--- config.mk ---
export PLATFORM = sky130hd
export DESIGN_NAME = ex_mem_stage
export DESIGN_NICKNAME = d
export VERILOG_FILES = /design/src/rtl/ex_mem_stage.sv
export SDC_FILE = /design/constraint.sdc
export NUM_CORES = 1
export LEC_CHECK = 0
export BUFFER_PORTS_ARGS = -buffer_cell sky130_fd_sc_hd__buf_2
export CAP_MARGIN = 10
export CELL_PAD_IN_SITES_DETAIL_PLACEMENT = 1
export CELL_PAD_IN_SITES_GLOBAL_PLACEMENT = 1
export CORE_ASPECT_RATIO = 1.5
export CORE_MARGIN = 5
export CORE_UTILIZATION = 42
export CTS_CLUSTER_SIZE = 14
export DETAILED_ROUTE_END_ITERATION = 6
export GPL_ROUTABILITY_DRIVEN = 0
export GPL_TIMING_DRIVEN = 0
export PLACE_DENSITY = 0.92
export SYNTH_ARGS = -nofsm -noshare
export SYNTH_HDL_FRONTEND = slang
export SYNTH_SLANG_ARGS = --single-unit
--- constraint.sdc ---
create_clock -name clk -period 7.8 [get_ports clk]
set_clock_uncertainty 0.1 [all_clocks]
set_input_delay 0.78 -clock clk [delete_from_list [all_inputs] [get_ports clk]]
set_output_delay 0.78 -clock clk [all_outputs]
set_load 0.05 [all_outputs]
--- src/rtl/ex_mem_stage.sv ---
// ex_mem_stage: execute stage and EX/MEM pipeline register.
// Performs the ALU operation on the ID/EX operands, picks the write-back
// register, and registers the result with its MEM/WB control bits.
// Also raises a combinational load-use stall request to decode.
// Optional build macro: EX_FORWARD_EN adds EX-to-EX forwarding from EX/MEM.
module ex_mem_stage #(
  parameter int DW = 32,
  parameter int AW = 5
) (
  input  logic          clk,
  input  logic          reset,
  input  logic          idex_valid,
  input  logic [31:0]   idex_instr,
  input  logic [DW-1:0] idex_op1,
  input  logic [DW-1:0] idex_op2,
  input  logic [DW-1:0] idex_ext,
  input  logic          idex_alusrc,
  input  logic          idex_regdst,
  input  logic          idex_memread,
  input  logic          idex_memwrite,
  input  logic          idex_memtoreg,
  input  logic [AW-1:0] id_rs,
  input  logic [AW-1:0] id_rt,
  input  logic          stall_i,
  input  logic          flush_i,
  output logic          hazard_stall,
  output logic          exmem_valid,
  output logic [DW-1:0] exmem_alu,
  output logic [DW-1:0] exmem_wdata,
  output logic [AW-1:0] exmem_dest,
  output logic          exmem_memread,
  output logic          exmem_memwrite,
  output logic          exmem_memtoreg,
  output logic          exmem_regwrite,
  output logic          exmem_ovf
);

  localparam logic [5:0] OP_RTYPE = 6'b000000;
  localparam logic [5:0] OP_LW    = 6'b100011;
  localparam logic [5:0] OP_SW    = 6'b101011;
  localparam logic [5:0] FN_ADD   = 6'b100000;
  localparam logic [5:0] FN_SUB   = 6'b100010;
  localparam logic [5:0] FN_AND   = 6'b100100;
  localparam logic [5:0] FN_OR    = 6'b100101;
  localparam logic [5:0] FN_NOR   = 6'b100111;
  localparam logic [5:0] FN_SLT   = 6'b101010;

  // Two's-complement add overflow: operands agree in sign, result does not.
  // Subtraction passes the inverted B operand, which has the sign of -B.
  function automatic logic add_ovf(input logic signed [DW-1:0] a,
                                   input logic signed [DW-1:0] b,
                                   input logic signed [DW-1:0] r);
    return (a[DW-1] == b[DW-1]) && (r[DW-1] != a[DW-1]);
  endfunction

  logic [5:0]           opc_p0;
  logic [5:0]           fn_p0;
  logic [AW-1:0]        rs_p0;
  logic [AW-1:0]        rt_p0;
  logic [AW-1:0]        rd_p0;
  logic [AW-1:0]        dest_p0;
  logic signed [DW-1:0] a_p0;
  logic signed [DW-1:0] op2_p0;
  logic signed [DW-1:0] b_p0;
  logic signed [DW-1:0] res_p0;
  logic                 vld_p0;
  logic                 ovf_p0;
  logic                 known_p0;
  logic                 mem_ok_p0;
  logic                 rw_p0;
  logic                 mr_p0;
  logic                 mw_p0;
  logic                 m2r_p0;
  logic                 unused_shamt_p0;
`ifdef EX_FORWARD_EN
  logic                 fwd_ok_p0;
`endif

  assign opc_p0          = idex_instr[31:26];
  assign rs_p0           = AW'(idex_instr[25:21]);
  assign rt_p0           = AW'(idex_instr[20:16]);
  assign rd_p0           = AW'(idex_instr[15:11]);
  assign fn_p0           = idex_instr[5:0];
  assign unused_shamt_p0 = ^idex_instr[10:6];

  assign hazard_stall = idex_valid & idex_memread & (rt_p0 != '0) &
                        ((rt_p0 == id_rs) | (rt_p0 == id_rt));

  // EX stage: operand select, ALU, destination and control qualification
  always_comb begin
    vld_p0 = idex_valid;
    a_p0   = idex_op1;
    op2_p0 = idex_op2;
`ifdef EX_FORWARD_EN
    fwd_ok_p0 = exmem_valid & exmem_regwrite & ~exmem_memread & (exmem_dest != '0);
    if (fwd_ok_p0 && (exmem_dest == rs_p0)) a_p0 = exmem_alu;
    if (fwd_ok_p0 && (exmem_dest == rt_p0)) op2_p0 = exmem_alu;
`endif
    b_p0     = idex_alusrc ? $signed(idex_ext) : op2_p0;
    dest_p0  = idex_regdst ? rt_p0 : rd_p0;
    res_p0   = '0;
    ovf_p0   = 1'b0;
    known_p0 = 1'b0;
    case (opc_p0)
      OP_RTYPE: begin
        known_p0 = 1'b1;
        case (fn_p0)
          FN_ADD: begin
            res_p0 = a_p0 + b_p0;
            ovf_p0 = add_ovf(a_p0, b_p0, res_p0);
          end
          FN_SUB: begin
            res_p0 = a_p0 - b_p0;
            ovf_p0 = add_ovf(a_p0, ~b_p0, res_p0);
          end
          FN_AND:  res_p0 = a_p0 & b_p0;
          FN_OR:   res_p0 = a_p0 | b_p0;
          FN_NOR:  res_p0 = ~(a_p0 | b_p0);
          FN_SLT:  res_p0 = {{(DW-1){1'b0}}, (a_p0 < b_p0)};
          default: known_p0 = 1'b0;
        endcase
      end
      OP_LW, OP_SW: res_p0 = a_p0 + b_p0;
      default:      res_p0 = '0;
    endcase
    mem_ok_p0 = (opc_p0 == OP_RTYPE) || (opc_p0 == OP_LW) || (opc_p0 == OP_SW);
    mr_p0     = vld_p0 & idex_memread & mem_ok_p0;
    mw_p0     = vld_p0 & idex_memwrite & mem_ok_p0;
    m2r_p0    = vld_p0 & idex_memtoreg;
    rw_p0     = vld_p0 && (dest_p0 != '0) &&
                (((opc_p0 == OP_RTYPE) && known_p0) || (opc_p0 == OP_LW));
    ovf_p0    = ovf_p0 & vld_p0;
  end

  // EX/MEM boundary: reset > flush > stall > load
  always_ff @(posedge clk) begin
    if (reset || flush_i) begin
      exmem_valid    <= 1'b0;
      exmem_alu      <= '0;
      exmem_wdata    <= '0;
      exmem_dest     <= '0;
      exmem_memread  <= 1'b0;
      exmem_memwrite <= 1'b0;
      exmem_memtoreg <= 1'b0;
      exmem_regwrite <= 1'b0;
      exmem_ovf      <= 1'b0;
    end else if (!stall_i) begin
      exmem_valid    <= vld_p0;
      exmem_alu      <= res_p0;
      exmem_wdata    <= op2_p0;
      exmem_dest     <= dest_p0;
      exmem_memread  <= mr_p0;
      exmem_memwrite <= mw_p0;
      exmem_memtoreg <= m2r_p0;
      exmem_regwrite <= rw_p0;
      exmem_ovf      <= ovf_p0;
    end
  end

endmodule

==> flow_metrics.env, run 1 <==
export IMPL_status="finished with violations"
export IMPL_violations="design-rule violations"
export IMPL_synth_area_top_cells="dfxtp_1, ha_1, mux2i_1"
export IMPL_slew_viol_final=0
export IMPL_cts_sinks=75
export IMPL_dieWidth_um=124
export IMPL_ys_warn_count=0
export IMPL_finalCriticalPeriod_ns=5.30
export IMPL_critical_path_buf_inv_count=3
export IMPL_clk_latency_ns=0.37
export IMPL_holdCritPathClass="reg2reg"
export IMPL_ir_worst_vdd_uv=121
export IMPL_power_leakage_nw=4.71
export IMPL_cp_start_kind="input port"
export IMPL_fin_ws_ns=2.50
export IMPL_slowest_stage="buf_1"
export IMPL_synth_top_area_cell="dfxtp_1"
export IMPL_cts_tree="built"
export IMPL_power_density_mw_per_mm2=146
export IMPL_area_growth_pct=20.5
export IMPL_drc=1
export IMPL_ys_seq_elements=75
export IMPL_synthDistinctLibCells=78
export IMPL_async_flop_share_pct=0
export IMPL_fmax_mhz=189
export IMPL_dp_hpwl_um=27200
export IMPL_num_io_pins=224
export IMPL_yosysSeqAreaShare_pct=18.3
export IMPL_final_hold_viol_count=0
export IMPL_viasPerCell=6.03
export IMPL_htreeDepth=3
export IMPL_post_cts_buffers=0
export IMPL_finalCritPeriodShare_pct=67.9
export IMPL_worstPathRequired_ns=8.02
export IMPL_synth_edf_count=0
export IMPL_critPathMaxStageDelay_ns=0.94
export IMPL_crit_arrival_ns=5.51
export IMPL_whs_ns=0.383
export IMPL_postLayoutCoreUtil_pct=51.5
export IMPL_clkSlewWorstSetupHoldPaths_ns=0.07
export IMPL_numCtsBuffers=9
export IMPL_finalSetupTns_ns=0
export IMPL_die_area_mm2=0.0225
export IMPL_nFillCells=2498
export IMPL_syn_inst=1058
export IMPL_netlist_area_leader_share_pct=18.3
export IMPL_power_total_mw=1.44
export IMPL_ant_nets=0
export IMPL_port_buffers=210
export IMPL_grt_total_usage_pct=30.2
export IMPL_grt_ovfl_total=0
export IMPL_cp_startpoint="idex_alusrc"
export IMPL_totalWireLength_um=34900
export IMPL_hold_start="exmem_alu[20]"
export IMPL_critPathCaptureType="flip-flop"
export IMPL_ctsResizeCount=0
export IMPL_synthesis_area_mm2=0.00819
export IMPL_synth_nets=1304
export IMPL_grt_pass1_wl_um=52600
export IMPL_path_cells="clkbuf_1, buf_1, mux2i_1, inv_1, ha_1, a211oi_1, o21ai_2, o311ai_1, a21oi_2, o22ai_1, o21ai_0, xnor2_1, or3_1, a21oi_1, a211o_1"
export IMPL_critPathTopFamily="compound AO/OA/AOI/OAI gates"
export IMPL_slew_headroom_pct=17.7
export IMPL_worstHoldPathCells=2
export IMPL_grt_pass1_vias=9907
export IMPL_rows=62
export IMPL_die_y_um=181
export IMPL_synth_main_ff_cell="dfxtp_1"
export IMPL_place_ws_ns=2.25
export IMPL_grt_max_degree=14
export IMPL_drive_gt1_share_pct=21.4
export IMPL_clockBufferDepth=2
export IMPL_wire_per_inst_um=22.6
export IMPL_dr_pass1_iters=7
export IMPL_postCtsHoldBufs=0
export IMPL_setup_viol=0
export IMPL_tightest_slew_ns=1.23
export IMPL_vias=9307
export IMPL_dr_first_iter_drc_count=583
export IMPL_core_area_mm2=0.0192
export IMPL_critPathMaxFanout=10
export IMPL_worst_r2r_startpoint="exmem_alu[0]"
export IMPL_rsz0062_at_grt="no"
export IMPL_cp_depth=15
export IMPL_worst_setup_path_type="in2reg"
export IMPL_worst_r2r_cell_count=4
export IMPL_maxCapViolations=0
export IMPL_clockRootBuffer="clkbuf_16"
export IMPL_synth_avg_cell_area_um2=7.74
export IMPL_nNetsFinal=1526
export IMPL_antenna_found_initial=3
export IMPL_initial_core_util_pct=42.8
==> tightest hold or removal path: stages, from the launching register on <==
cell and delay, ns:
dfxtp_1 0.33, nand2_1 0.06, o221ai_1 0.06
==> synthesized netlist by cell type, types with 16 or more instances <==
master / count
a21oi_1: 82
a22oi_1: 16
clkbuf_1: 37
dfxtp_1: 75
ha_1: 96
inv_1: 94
mux2i_1: 78
nand2_1: 50
nor2_1: 116
nor3_1: 21
o21ai_0: 43
o22ai_1: 19
xnor2_1: 64
xor2_1: 18
==> final timing paths <==
path,end,slack [ns]
worst min-delay path,exmem_alu[20],0.38
worst min register to register,exmem_alu[20],0.38
worst max register to register,exmem_alu[0],6.64
worst max-delay path,exmem_alu[25],2.50
==> report_power, final <==
| group | internal [mW] | total, mW | switching [mW] |
|---|---|---|---|
| combinational | 0.228 | 0.627 | 0.398 |
| clock | 0.214 | 0.410 | 0.195 |
| sequential | 0.396 | 0.403 | 0.00721 |
==> final cells by class <==
cell class	instances	area (um2)	area share [%]
Multi-Input combinational cell	825	6060	61.4
Sequential cell	75	1500	15.2
Timing Repair Buffer	211	1080	10.9
Inverter	96	360	3.65
Tap cell	256	320	3.25
Buffer	62	275	2.79
Clock buffer	9	225	2.28
Clock inverter	7	45.0	0.456
Antenna cell	3	7.51	0.0761
==> flip-flops by register name (all words and copies together) (netlist names) <==
name            flops
exmem_alu          32
exmem_dest          5
exmem_memread       1
exmem_memtoreg      1
exmem_memwrite      1
exmem_ovf           1
exmem_regwrite      1
exmem_valid         1
exmem_wdata        32
==> cells in the final DEF (no fill, tap or decap), types with 5 or more instances in the layout <==
| cell | count |
|---|---|
| a21o_1 | 14 |
| o21bai_1 | 12 |
| buf_2 | 222 |
| nor3_1 | 21 |
| xnor2_1 | 64 |
| a21oi_1 | 82 |
| or3_1 | 12 |
| inv_1 | 94 |
| nand3_1 | 14 |
| o221ai_1 | 7 |
| clkbuf_1 | 37 |
| nand2_1 | 50 |
| mux2i_1 | 78 |
| buf_1 | 7 |
| dfxtp_1 | 75 |
| nand4_1 | 5 |
| a221o_1 | 9 |
| a31oi_1 | 7 |
| nor4_1 | 6 |
| a22oi_1 | 16 |
| clkbuf_16 | 9 |
| nand2b_1 | 13 |
| a222oi_1 | 15 |
| nor2b_1 | 8 |
| o21ai_1 | 5 |
| xor2_1 | 18 |
| a221oi_1 | 8 |
| ha_1 | 96 |
| o31ai_1 | 13 |
| o21ai_0 | 43 |
| o22ai_1 | 19 |
| o211ai_1 | 7 |
| nor2_1 | 116 |
==> metrics by stage <==
| stage | cell area (um2) | cells |
|---|---|---|
| after floorplan | 8190 | 1058 |
| after global placement | 9560 | 1524 |
| after detailed placement | 9590 | 1525 |
| after CTS | 9860 | 1541 |
| after global routing | 9870 | 1543 |
| final | 9870 | 1544 |
==> metal layers <==
layer / share of wire [%] / track usage, % / vias to the layer above
met1: 34 / 30.3 / 4521
met5: 0.040 / 0 / -
met4: 7.0 / 19.6 / 2
li1: - / - / 4195
met2: 52 / 54.1 / 428
met3: 7.0 / 6.91 / 161
==> logic make-up (layout without fill, tap and decap cells) <==
group / after synthesis / in the layout / share of synthesized area [%]
AO/OA/AOI/OAI: 293 / 293 / 24.4
AND/OR/NAND/NOR: 273 / 273 / 15.9
buffers and inverters: 158 / 385 / 7.76
adder cells (fa/ha/maj): 98 / 98 / 15.1
XOR/XNOR: 82 / 82 / 8.77
multiplexers: 79 / 79 / 9.67
flip-flops: 75 / 75 / 18.3
other: 0 / 3 / 0
Note: power is estimated with default switching activity, not from simulation.
==> run 2, diff against run 1 <==
--- a/config.mk
+++ b/config.mk
@@ -5,18 +5,19 @@
 export SDC_FILE = /design/constraint.sdc
 export NUM_CORES = 1
 export LEC_CHECK = 0
+export ABC_AREA = 1
 export BUFFER_PORTS_ARGS = -buffer_cell sky130_fd_sc_hd__buf_2
 export CAP_MARGIN = 10
 export CELL_PAD_IN_SITES_DETAIL_PLACEMENT = 1
 export CELL_PAD_IN_SITES_GLOBAL_PLACEMENT = 1
 export CORE_ASPECT_RATIO = 1.5
 export CORE_MARGIN = 5
-export CORE_UTILIZATION = 42
+export CORE_UTILIZATION = 33
 export CTS_CLUSTER_SIZE = 14
 export DETAILED_ROUTE_END_ITERATION = 6
 export GPL_ROUTABILITY_DRIVEN = 0
 export GPL_TIMING_DRIVEN = 0
-export PLACE_DENSITY = 0.92
+export PLACE_DENSITY = 0.82
 export SYNTH_ARGS = -nofsm -noshare
 export SYNTH_HDL_FRONTEND = slang
 export SYNTH_SLANG_ARGS = --single-unit
==> constraint.sdc (replaced) <==
create_clock -name clk -period 4.5 [get_ports clk]
set_clock_uncertainty 0.1 [all_clocks]
set_input_delay 0.45 -clock clk [delete_from_list [all_inputs] [get_ports clk]]
set_output_delay 0.45 -clock clk [all_outputs]
set_load 0.05 [all_outputs]
==> run 2 against run 1 <==
Setup slack lost 2.0 ns; the flow now finishes without violations; utilization shrank 12 points; largest cell class unchanged; routed wire length grew 36%; hold slack lost 0.15 ns; critical path type unchanged.
==> flow_metrics.env, run 2 <==
export IMPL_fin_ws_ns=0.528
export IMPL_final_common_cell="nand2_1"
export IMPL_grt_pass1_wl_um=71000
export IMPL_critical_path_buf_inv_count=4
export IMPL_viasPerCell=5.19
export IMPL_numCtsBuffers=9
export IMPL_drc=0
export IMPL_clockBufferDepth=2
export IMPL_layout_common_cells="nand2_1, inv_1, buf_2, a21oi_1, nor2_1"
export IMPL_rsz0062_at_grt="no"
export IMPL_worstPathRequired_ns=4.70
export IMPL_holdCritPathClass="in2reg"
export IMPL_htreeDepth=3
export IMPL_postCtsHoldBufs=0
export IMPL_finalCriticalPeriod_ns=3.97
export IMPL_top_regs="exmem_alu (32), exmem_wdata (32), exmem_dest (5)"
export IMPL_synthDistinctLibCells=45
export IMPL_post_cts_buffers=0
export IMPL_cp_common_cell="nand2_1"
export IMPL_power_density_mw_per_mm2=224
export IMPL_tightest_slew_ns=1.18
export IMPL_grt_total_usage_pct=28.0
export IMPL_final_hold_viol_count=0
export IMPL_status="complete, no violations"
export IMPL_clkSlewWorstSetupHoldPaths_ns=0.07
export IMPL_netlist_area_leader_share_pct=23.2
export IMPL_worst_setup_path_type="in2reg"
export IMPL_synth_top_cells_by_count="nand2_1, inv_1, a21oi_1"
export IMPL_maxCapViolations=0
export IMPL_slew_headroom_pct=20.3
export IMPL_ir_worst_vdd_uv=241
export IMPL_core_area_mm2=0.0294
export IMPL_critPathMaxStageDelay_ns=0.95
export IMPL_fmax_mhz=252
export IMPL_async_flop_share_pct=0
export IMPL_ys_seq_elements=75
export IMPL_crit_arrival_ns=4.17
export IMPL_critPathMaxFanout=10
export IMPL_die_area_mm2=0.0332
export IMPL_nFillCells=4245
export IMPL_synth_edf_count=0
export IMPL_grt_pass1_vias=13315
export IMPL_yosysMostFrequentCell="nand2_1"
export IMPL_cts_tree="built"
export IMPL_path_cells="clkbuf_1, clkbuf_1, o21ai_0, ha_1, buf_2, o21ai_0, a21oi_1, nand2_1, inv_1, nand3_1, nand3_1, nand2_1, nand2_1, nand2_1, nand2_1, a21oi_1"
export IMPL_dp_hpwl_um=40200
export IMPL_synth_top_area_cell="nand2_1"
export IMPL_synth_main_ff_cell="dfxtp_1"
export IMPL_setup_viol=0
export IMPL_ctsResizeCount=0
export IMPL_nNetsFinal=2269
export IMPL_power_leakage_nw=6.52
export IMPL_clk_latency_ns=0.38
export IMPL_cp_start_kind="input port"
export IMPL_port_buffers=211
export IMPL_grt_ovfl_total=0
export IMPL_ys_warn_count=0
export IMPL_vias=12584
export IMPL_synth_avg_cell_area_um2=5.43
export IMPL_initial_core_util_pct=33.3
export IMPL_grt_max_degree=14
export IMPL_finalSetupTns_ns=0
export IMPL_antenna_found_initial=1
export IMPL_yosysSeqAreaShare_pct=15.4
export IMPL_die_y_um=221
export IMPL_place_ws_ns=0.167
export IMPL_synth_area_top_cells="nand2_1, dfxtp_1, inv_1"
export IMPL_synth_nets=2047
export IMPL_syn_inst=1801
export IMPL_drive_gt1_share_pct=14.1
export IMPL_rows=77
export IMPL_finalCritPeriodShare_pct=88.3
export IMPL_ant_nets=0
export IMPL_dr_first_iter_drc_count=646
export IMPL_slowest_stage="o21ai_0"
export IMPL_dr_pass1_iters=6
export IMPL_area_growth_pct=18.9
export IMPL_wire_per_inst_um=19.6
export IMPL_num_io_pins=224
export IMPL_critPathCaptureType="flip-flop"
export IMPL_dieWidth_um=151
export IMPL_slew_viol_final=0
export IMPL_critPathTopFamily="compound AO/OA/AOI/OAI gates"
export IMPL_clockRootBuffer="clkbuf_16"
export IMPL_cts_sinks=75
export IMPL_synthesis_area_mm2=0.00978
export IMPL_totalWireLength_um=47500
## run 2: changes by cell type after synthesis, sizes merged, moves of 45 or more
cell	change
o21ai	+45
xnor2	-59
mux2i	-77
nand3	+92
a21oi	+72
inv	+238
nand2	+558
## run 2: where the power goes
group	total, mW	internal, mW	switching, mW
clock	0.754	0.405	0.349
sequential	0.683	0.676	0.00684
combinational	1.17	0.333	0.838
total	2.61	1.41	1.19
## run 2: layout make-up
cell class / count / area [um2] / area share (%)
Clock inverter: 5 / 36.3 / 0.312
Timing Repair Buffer: 211 / 1060 / 9.09
Multi-Input combinational cell: 1323 / 6710 / 57.8
Antenna cell: 2 / 5.00 / 0.0431
Clock buffer: 11 / 253 / 2.18
Inverter: 335 / 1260 / 10.8
Sequential cell: 75 / 1500 / 12.9
Tap cell: 395 / 494 / 4.25
Buffer: 68 / 304 / 2.62
## run 2: logic make-up (layout without fill, tap and decap cells)
| group | count (synthesis) | count (layout) | synth area share [%] |
|---|---|---|---|
| AO/OA/AOI/OAI | 304 | 304 | 16.6 |
| XOR/XNOR | 22 | 22 | 1.97 |
| adder cells (fa/ha/maj) | 98 | 98 | 12.7 |
| buffers and inverters | 403 | 630 | 16.0 |
| flip-flops | 75 | 75 | 15.4 |
| multiplexers | 4 | 4 | 0.448 |
| other | 0 | 2 | 0 |
| AND/OR/NAND/NOR | 895 | 895 | 37.0 |
## run 2: path summary, 6_finish.rpt
| check | start | end | slack [ns] | cells past startpoint |
|---|---|---|---|---|
| max | idex_alusrc | exmem_alu[21] | 0.53 | 16 |
| min | idex_op2[20] | exmem_wdata[20] | 0.24 | 3 |
| max reg2reg | exmem_dest[4] | exmem_dest[4] | 3.61 | 4 |
| min reg2reg | exmem_alu[29] | exmem_alu[29] | 0.37 | 2 |
## run 2: worst reg2reg max path, delay by kind of cell (launching register included)
family	cells	cell delay (ns)
flops	1	0.32
buf+inv	1	0.08
simple gates	2	0.16
compound gates	1	0.12
## run 2: through the flow
stage          cell area (um2)  hold WS [ns]  util (%)  power (mW)  cells
4_1_cts                  11600         0.231      39.5        2.60   2423
5_1_grt                  11600         0.245      39.5        2.76   2424
3_5_place_dp             11300         0.355      38.5        1.85   2407
2_1_floorplan             9780         0.494         -        1.44   1801
3_3_place_gp             11300         0.350      38.5        1.81   2407
6_report                 11600         0.238      39.5        2.61   2425
## run 2: per-layer routing
layer | vias to the layer above | routed length, um | GRT usage, %
li1 | 6026 | - | -
met5 | - | 0 | 0
met4 | 0 | 4570 | 23.4
met1 | 6007 | 16500 | 27.9
met2 | 383 | 24300 | 50.7
met3 | 168 | 2200 | 4.08
